--- src/rtl/noc_pkt_pkg.sv ---
// rtl/noc_pkt_pkg.sv - packet payload field layout shared by the mesh checkers and traffic generators
package noc_pkt_pkg;

    localparam int SEQ_LSB = 0;
    localparam int SEQ_W   = 16;
    localparam int SRC_LSB = 16;
    localparam int SRC_W   = 8;
    localparam int TS_LSB  = 24;
    localparam int TS_W    = 32;
    localparam int HDR_W   = TS_LSB + TS_W;

    localparam int ERR_ADDR = 0;
    localparam int ERR_SEQ  = 1;
    localparam int ERR_OVF  = 2;

    // Field order matches SEQ_LSB/SRC_LSB/TS_LSB from the bottom of the payload.
    typedef struct packed {
        logic [TS_W-1:0]  ts;
        logic [SRC_W-1:0] src;
        logic [SEQ_W-1:0] seq;
    } pkt_hdr_t;

    function automatic int src_id(input int sx, input int sy, input int x_cols);
        return sx + x_cols * sy;
    endfunction

endpackage

--- src/rtl/rx_seq_table.sv ---
// rtl/rx_seq_table.sv - per-source expected sequence number register file
module rx_seq_table
    import noc_pkt_pkg::*;
#(
    parameter int DEPTH = 4,
    parameter int IDX_W = 2
) (
    input  logic             clk,
    input  logic             rstn,
    input  logic [IDX_W-1:0] rd_idx,
    output logic [SEQ_W-1:0] rd_data,
    input  logic             wr_en,
    input  logic [IDX_W-1:0] wr_idx,
    input  logic [SEQ_W-1:0] wr_data
);

    logic [SEQ_W-1:0] mem_q [DEPTH];
    logic [SEQ_W-1:0] mem_d [DEPTH];

    // Out-of-range indices (non power-of-two DEPTH) read as zero and never write.
    always_comb begin
        rd_data = '0;
        if (32'(rd_idx) < 32'(DEPTH)) begin
            rd_data = mem_q[rd_idx];
        end
        for (int i = 0; i < DEPTH; i++) begin
            mem_d[i] = mem_q[i];
        end
        if (wr_en && (32'(wr_idx) < 32'(DEPTH))) begin
            mem_d[wr_idx] = wr_data;
        end
    end

    always_ff @(posedge clk or negedge rstn) begin
        if (!rstn) begin
            for (int i = 0; i < DEPTH; i++) begin
                mem_q[i] <= '0;
            end
        end else begin
            for (int i = 0; i < DEPTH; i++) begin
                mem_q[i] <= mem_d[i];
            end
        end
    end

endmodule

--- config.mk ---
export PLATFORM = sky130hd
export DESIGN_NAME = rx_seq_table
export DESIGN_NICKNAME = d
export VERILOG_FILES = /design/src/rtl/noc_pkt_pkg.sv /design/src/rtl/rx_seq_table.sv
export SDC_FILE = /design/constraint.sdc
export NUM_CORES = 1
export LEC_CHECK = 0
export CAP_MARGIN = 10
export CORE_MARGIN = 3
export CORE_UTILIZATION = 44
export DETAILED_ROUTE_END_ITERATION = 8
export PLACE_DENSITY_LB_ADDON = 0.15
export SYNTH_ARGS = -nofsm -noshare
export SYNTH_HDL_FRONTEND = slang
export SYNTH_SLANG_ARGS = --single-unit
--- constraint.sdc ---
create_clock -name clk -period 1.9 [get_ports clk]
set_input_delay 0.38 -clock clk [delete_from_list [all_inputs] [get_ports clk]]
set_output_delay 0.38 -clock clk [all_outputs]
set_load 0.03 [all_outputs]
# == Word-level counts from Yosys, hierarchy flattened ==
# Index checks and enable logic that the tools add are counted.
# totals
inputBits,23
elab_cells,16
register_bits,64
output_inout_bits,16
# op_classes
bitwise,2
magnitude_cmp,3
muxes,6
reduce_logical,1
# op_table
cell,n
$bwmux W64,1
$mux W16,3
$bmux W16 S2,1
$demux W16 S2,1
$ge A3 B3 Y1 const B,2
$not A2 Y3,2
$lt A3 B1 Y1 const B,1
$logic_and A1 B1 Y1,1

# == Logic depth before layout (Yosys ltp) ==
# Gate-level depths: netlist of the first run.
# depth
ltp_word,6
depth_mapped,3
ltp_nobuf,2

# == Worst setup path before layout of the first run ==
# Ideal clock, no wire load.
# synth_path
path_type,input-to-output
startpoint,input rd_idx[0]
endpoint,output rd_data[10]
required_ps,1520
path_buffers,2
path_slack_ps,73
cell_stages,3
arrival_ps,1447
path_cell_list,buf_2 > buf_4 > mux4_2
# synth_between
elab_chain_cells,4
# synth_rtl
item,line_no,text
from (decl),rx_seq_table.sv:10,"input logic [IDX_W-1:0] rd_idx,"
$not A2 Y3 (implied by the code),rx_seq_table.sv:24,rd_data = mem_q[rd_idx];
$bmux W16 S2,rx_seq_table.sv:24,
$mux W16 (implied by the code) (2 in series),rx_seq_table.sv:24,
to (decl),rx_seq_table.sv:11,"output logic [SEQ_W-1:0] rd_data,"
# No other way between the ends. The select of a mux whose other input is x is not followed.

# == Worst setup path after layout of the first run ==
# layout_path
startpoint,input rd_idx[1]
endpoint,output rd_data[9]
# Same word-level chain as after synthesis.

==> impl_table.tex, run 1 <==
\begin{tabular}{lr}
\hline
Metric & Value \\
\hline
\multicolumn{2}{l}{\textbf{Setup path}} \\
Worst Path Required & 1.52 ns \\
R2r setup slk & 1.11 ns \\
Crit path kind & input pin to output pin \\
Worst Path Arrival & 1.45 ns \\
Worst Setup Start Kind & input pin \\
Highest fanout seen on the critical path & 8 \\
Element type at the critical path end & output pin \\
\multicolumn{2}{l}{\textbf{Die}} \\
Num ports & 39 \\
Width of the die & 85.7 um \\
Die area & 7340 um2 \\
Standard-cell row count & 28 \\
Die Height & 85.7 um \\
Core Box Area & 6030 um2 \\
Initial core utilization & 46.3\% \\
\multicolumn{2}{l}{\textbf{Yosys}} \\
Mean instance size in the synthesized netlist & 17.9 um2 \\
Warnings, synthesis & 0 \\
Syn nets & 179 \\
Share of synthesized area occupied by flip-flops and latches & 57.3\% \\
Ranking of synthesized cells by area & dfrtp\_1 57\%, mux2\_2 26\%, mux4\_2 13\% \\
Post-Syn Instances & 156 \\
Fraction of post-synthesis cell area in the top cell type by area & 57.3\% \\
Synthesis-stage register bit count & 64 \\
Cell type contributing the most total cell area after synthesis & dfrtp\_1 \\
Synth Cell Area & 2790 um2 \\
Distinct cells, synth & 11 \\
\multicolumn{2}{l}{\textbf{STA}} \\
Final setup slack of the worst path & 0.0721 ns \\
Number of hold violations in the final report & 0 \\
Setup Skew & 0 ns \\
Achievable Freq & 547 MHz \\
Unrepaired setup endpoints after global routing & false \\
Minimum period implied by the final worst setup slack & 1.83 ns \\
Period utilization & 96.2\% \\
Setup Total Neg Slack & 0 ns \\
Worst slew slack as a fraction of its limit & 77.7\% \\
Number of setup violations in the final report & 0 \\
Worst hold slack & 0.0444 ns \\
Worst slew pin tran & 0.334 ns \\
Pins over their slew limit & 0 \\
\multicolumn{2}{l}{\textbf{Finish}} \\
Largest regs & mem\_q x64 \\
Number of diodes & 0 \\
Final-stage net count & 230 \\
Top reg by flops & mem\_q \\
Count of placed standard cells in the final layout, fillers left out & 287 \\
Share of layout cells above drive strength 1 & 59.9\% \\
Largest register FFs & 64 \\
Cell area after layout & 3570 um2 \\
Synth-to-layout area growth & 27.8\% \\
\multicolumn{2}{l}{\textbf{Place}} \\
Final HPWL DP & 3510 um \\
GP Congestion & 0.670 \\
Count of input and output buffers & 38 \\
Post-Place Setup Slack & -0.716 ns \\
Total instance count after detailed placement & 269 \\
Area after detailed placement & 3350 um2 \\
\multicolumn{2}{l}{\textbf{Detailed routing}} \\
DR vias & 1582 \\
Post-route ant nets & 0 \\
Detailed-route DRC error count & 0 \\
Length of the first detailed-routing pass in iterations & 4 \\
Routed WL per cell & 19.7 um \\
1st-iter DRT viols & 58 \\
Overall routed net length & 5660 um \\
Routed vias/inst & 5.51 \\
\multicolumn{2}{l}{\textbf{Clock tree}} \\
CTS Buffer Depth & 2 \\
Clock-pin slew on the worst setup and hold paths & 0.07 ns \\
Buffer cell driving the clock tree root & clkbuf\_8 \\
Source-to-sink clock delay at the later pin of the worst-skew pair & 0.33 ns \\
TritonCTS Buffers & 9 \\
TritonCTS clock tree & yes \\
Deepest level of the CTS H-tree & 3 \\
Number of sinks driven by the clock tree & 64 \\
\multicolumn{2}{l}{\textbf{Power and ir drop}} \\
Maximum resistive drop on vdd & 0.000528 V \\
Power density normalized to cell area & 1120 nW/um2 \\
Leakage power total & 1.52 nW \\
\multicolumn{2}{l}{\textbf{Global route}} \\
Pin count of the biggest net entering global routing & 65 \\
Global-route usage over all layers & 17.4\% \\
Number of global-route vias before repair & 1807 \\
Wire length of the first global-routing pass & 9380 um \\
Overflow after GRT & 0 \\
Number of antenna violations at the first check in global routing & 0 \\
\multicolumn{2}{l}{\textbf{Status}} \\
Result of the run & complete, no violations \\
\multicolumn{2}{l}{\textbf{Run}} \\
Max Cap Violations & 0 \\
\multicolumn{2}{l}{\textbf{Worst hold path}} \\
Tightest Hold Check Type & input pin to asynchronous set/reset pin \\
\hline
\end{tabular}
-- final timing paths --
path | start | to | cells after the start
setup reg to reg | mem_q[32] | mem_q[32] | 1
hold reg to reg | mem_q[19] | mem_q[19] | 1
setup / recovery | rd_idx[1] | rd_data[9] | 4
min in group clk | mem_q[19] | mem_q[19] | 1
hold / removal | rstn | mem_q[37] | 2
max in group asynchronous | rstn | mem_q[36] | 2
-- metal layers --
layer | vias up | GRT usage [%] | share of wire (%)
li1 | 694 | - | -
met4 | 0 | 8.20 | 1.7
met1 | 840 | 21.9 | 43
met3 | 10 | 4.32 | 5.2
met5 | - | 0 | 0
met2 | 38 | 28.2 | 50
-- cell usage after synthesis --
master / instances
buf_2: 3
buf_4: 2
buf_6: 1
clkbuf_1: 1
clkbuf_8: 1
dfrtp_1: 64
mux2_2: 64
mux4_2: 16
nand3_2: 1
nand3b_2: 2
nor3b_4: 1
-- area by class of cell --
class | count | area [um2]
Tap cell | 75 | 93.8
Clock inverter | 6 | 108
Multi-Input combinational cell | 84 | 1130
Timing Repair Buffer | 48 | 507
Clock buffer | 10 | 128
Fill cell | 476 | 2460
Sequential cell | 64 | 1600
-- cells by family (layout without fill, tap and decap cells) --
group | Yosys count | count (layout) | synth area share (%)
buffers and inverters | 8 | 64 | 2.11
DFF | 64 | 64 | 57.3
muxes | 80 | 80 | 38.7
and+or+nand+nor | 4 | 4 | 1.84
-- worst max-delay path, cell delays in order --
cell	delay [ns]
dlygate4sd2_1	0.28
bufbuf_16	0.30
mux4_2	0.29
buf_4	0.18
-- what timing repair did --
action,CTS,global route
setup endpoints to repair,16,0
hold buffers,0,0
gates resized for setup,91,0
setup buffers,0,0
hold endpoints to repair,0,0
-- where the power goes --
part	leakage [nW]	total (mW)	internal [mW]	switching [mW]
Clock	0.116	1.38	0.867	0.516
Sequential	0.757	1.75	1.62	0.129
Combinational	0.651	0.861	0.467	0.394
Total	1.52	3.99	2.95	1.04
-- metrics by stage --
stage / utilization, % / total power [mW]
floorplan: - / 2.32
global placement: 55.6 / 2.64
detailed placement: 55.6 / 2.70
CTS: 59.2 / 4.03
global route: 59.2 / 4.16
finish: 59.2 / 3.99
-- placed cells by master, fill, tap and decap left out, drive strengths merged --
cell type	n
bufinv	3
bufbuf	1
clkinv	2
buf	27
clkinvlp	1
mux4	16
clkdlybuf4s50	19
clkbuf	10
nor3b	1
mux2	64
dfrtp	64
nand3	1
dlygate4sd2	1
nand3b	2
Power figures use the tool's default switching activity.
==> run 2: changes to the inputs <==
--- a/config.mk
+++ b/config.mk
@@ -5,11 +5,14 @@
 export SDC_FILE = /design/constraint.sdc
 export NUM_CORES = 1
 export LEC_CHECK = 0
+export ABC_AREA = 0
 export CAP_MARGIN = 10
 export CORE_MARGIN = 3
 export CORE_UTILIZATION = 44
 export DETAILED_ROUTE_END_ITERATION = 8
 export PLACE_DENSITY_LB_ADDON = 0.15
+export SETUP_SLACK_MARGIN = 0.05
+export SLEW_MARGIN = 5
 export SYNTH_ARGS = -nofsm -noshare
 export SYNTH_HDL_FRONTEND = slang
 export SYNTH_SLANG_ARGS = --single-unit
==> run 2 against run 1 <==
- setup slack improved by 0.014 ns
- count of clock-buffer cells in the layout is the same
- critical path type unchanged
- largest power group unchanged
- sequential share of layout area hardly changed
- fmax grew 0.79%
- utilization fell by 0.062 points
- worst hold slack gained 0.0053 ns
- via count fell by 0.51%
- routed wire length about the same
==> impl_table.tex, run 2 (synthesis results as in run 1) <==
\begin{tabular}{lr}
\hline
Metric & Value \\
\hline
\multicolumn{2}{l}{\textbf{Power and ir drop}} \\
Leakage power total & 1.52 nW \\
Maximum resistive drop on vdd & 0.000528 V \\
Power density normalized to cell area & 1120 nW/um2 \\
\multicolumn{2}{l}{\textbf{Setup path}} \\
Crit path kind & input pin to output pin \\
Worst Setup Start Kind & input pin \\
Worst Path Arrival & 1.43 ns \\
Worst Path Required & 1.52 ns \\
Element type at the critical path end & output pin \\
Highest fanout seen on the critical path & 8 \\
\multicolumn{2}{l}{\textbf{Clock tree}} \\
TritonCTS clock tree & yes \\
Source-to-sink clock delay at the later pin of the worst-skew pair & 0.33 ns \\
Deepest level of the CTS H-tree & 3 \\
Buffer cell driving the clock tree root & clkbuf\_8 \\
CTS Buffer Depth & 2 \\
TritonCTS Buffers & 9 \\
Post-CTS setup buffer count & 0 \\
Clock-pin slew on the worst setup and hold paths & 0.07 ns \\
Number of sinks driven by the clock tree & 64 \\
\multicolumn{2}{l}{\textbf{Die}} \\
Num ports & 39 \\
Initial core utilization & 46.3\% \\
Die area & 7340 um2 \\
Standard-cell row count & 28 \\
Die Height & 85.7 um \\
Core Box Area & 6030 um2 \\
Width of the die & 85.7 um \\
\multicolumn{2}{l}{\textbf{STA}} \\
Setup Skew & 0 ns \\
Number of hold violations in the final report & 0 \\
Final setup slack of the worst path & 0.0864 ns \\
Number of setup violations in the final report & 0 \\
Achievable Freq & 551 MHz \\
Unrepaired setup endpoints after global routing & false \\
Minimum period implied by the final worst setup slack & 1.81 ns \\
Setup Total Neg Slack & 0 ns \\
Worst slew pin tran & 0.336 ns \\
Period utilization & 95.5\% \\
Pins over their slew limit & 0 \\
Worst slew slack as a fraction of its limit & 77.6\% \\
\multicolumn{2}{l}{\textbf{Detailed routing}} \\
Length of the first detailed-routing pass in iterations & 2 \\
Overall routed net length & 5660 um \\
Post-route ant nets & 0 \\
DR vias & 1574 \\
Routed vias/inst & 5.48 \\
Routed WL per cell & 19.7 um \\
1st-iter DRT viols & 58 \\
Detailed-route DRC error count & 0 \\
\multicolumn{2}{l}{\textbf{Global route}} \\
Wire length of the first global-routing pass & 9380 um \\
Overflow after GRT & 0 \\
Number of global-route vias before repair & 1807 \\
Global-route usage over all layers & 17.4\% \\
Pin count of the biggest net entering global routing & 65 \\
Number of antenna violations at the first check in global routing & 0 \\
\multicolumn{2}{l}{\textbf{Run}} \\
Max Cap Violations & 0 \\
\multicolumn{2}{l}{\textbf{Finish}} \\
Total of fill cells in the finished design & 478 \\
Share of layout cells above drive strength 1 & 60.4\% \\
Final core utilization & 59.2\% \\
Synth-to-layout area growth & 27.7\% \\
Top reg by flops & mem\_q \\
Final-stage net count & 230 \\
Number of diodes & 0 \\
Commonest cells after routing, fill and taps aside & 64 x mux2\_2, 64 x dfrtp\_1, 19 x clkdlybuf4s50\_1, 16 x mux4\_2, 14 x buf\_2 \\
Largest regs & mem\_q x64 \\
Largest register FFs & 64 \\
\multicolumn{2}{l}{\textbf{Place}} \\
Count of input and output buffers & 38 \\
Post-Place Setup Slack & -0.716 ns \\
GP Congestion & 0.670 \\
Final HPWL DP & 3510 um \\
\multicolumn{2}{l}{\textbf{Worst hold path}} \\
Tightest Hold Check Type & input pin to asynchronous set/reset pin \\
\multicolumn{2}{l}{\textbf{Status}} \\
Result of the run & complete, no violations \\
\hline
\end{tabular}
[run 2: what timing repair did]
| item | 4_1_cts | 5_1_grt |
|---|---|---|
| hold buffers | 0 | 0 |
| resized for setup | 91 | 2 |
| cloned | 2 | 0 |
| hold endpoints to repair | 0 | 0 |
| endpoints found under the setup margin | 16 | 8 |
[run 2: layout make-up]
class                           instances  area, um2  share of cell area (%)
Clock buffer                           10        128                    3.58
Clock inverter                          6        108                    3.02
Multi-Input combinational cell         84       1130                    31.8
Sequential cell                        64       1600                    44.9
Tap cell                               75       93.8                    2.63
Timing Repair Buffer                   48        503                    14.1
[run 2: final timing paths]
check / startpoint / endpoint / slack [ns] / cells past startpoint
hold reg to reg: mem_q[19] / mem_q[19] / 0.50 / 1
hold / removal: rstn / mem_q[37] / 0.05 / 2
max in group asynchronous: rstn / mem_q[32] / 1.58 / 2
setup / recovery: rd_idx[0] / rd_data[8] / 0.09 / 4
setup reg to reg: mem_q[32] / mem_q[32] / 1.10 / 1
min in group clk: mem_q[19] / mem_q[19] / 0.50 / 1
[run 2: per-layer routing]
layer / global-route usage [%] / routed length [um]
met1: 21.9 / 2450
met4: 8.20 / 91
met3: 4.32 / 261
met5: 0 / 0
met2: 28.2 / 2850
[run 2: critical path, cell delays in order]
cell	delay (ns)
buf_2	0.18
buf_12	0.17
mux4_2	0.51
buf_2	0.20
[run 2: per-stage QoR]
stage                     hold WS, ns  cells  cell area [um2]  total power, mW
after floorplan                0.0844    156             2790             2.32
after global placement          0.407    269             3350             2.64
after detailed placement        0.414    269             3350             2.70
after CTS                      0.0522    287             3570             4.03
after global routing           0.0709    287             3570             4.16
final                          0.0497    287             3570             3.99
[run 2: where the power goes]
| part | internal (mW) | leakage, nW | total, mW | switching (mW) |
|---|---|---|---|---|
| Sequential | 1.62 | 0.757 | 1.75 | 0.129 |
| Clock | 0.867 | 0.116 | 1.38 | 0.512 |
| Combinational | 0.466 | 0.649 | 0.860 | 0.394 |
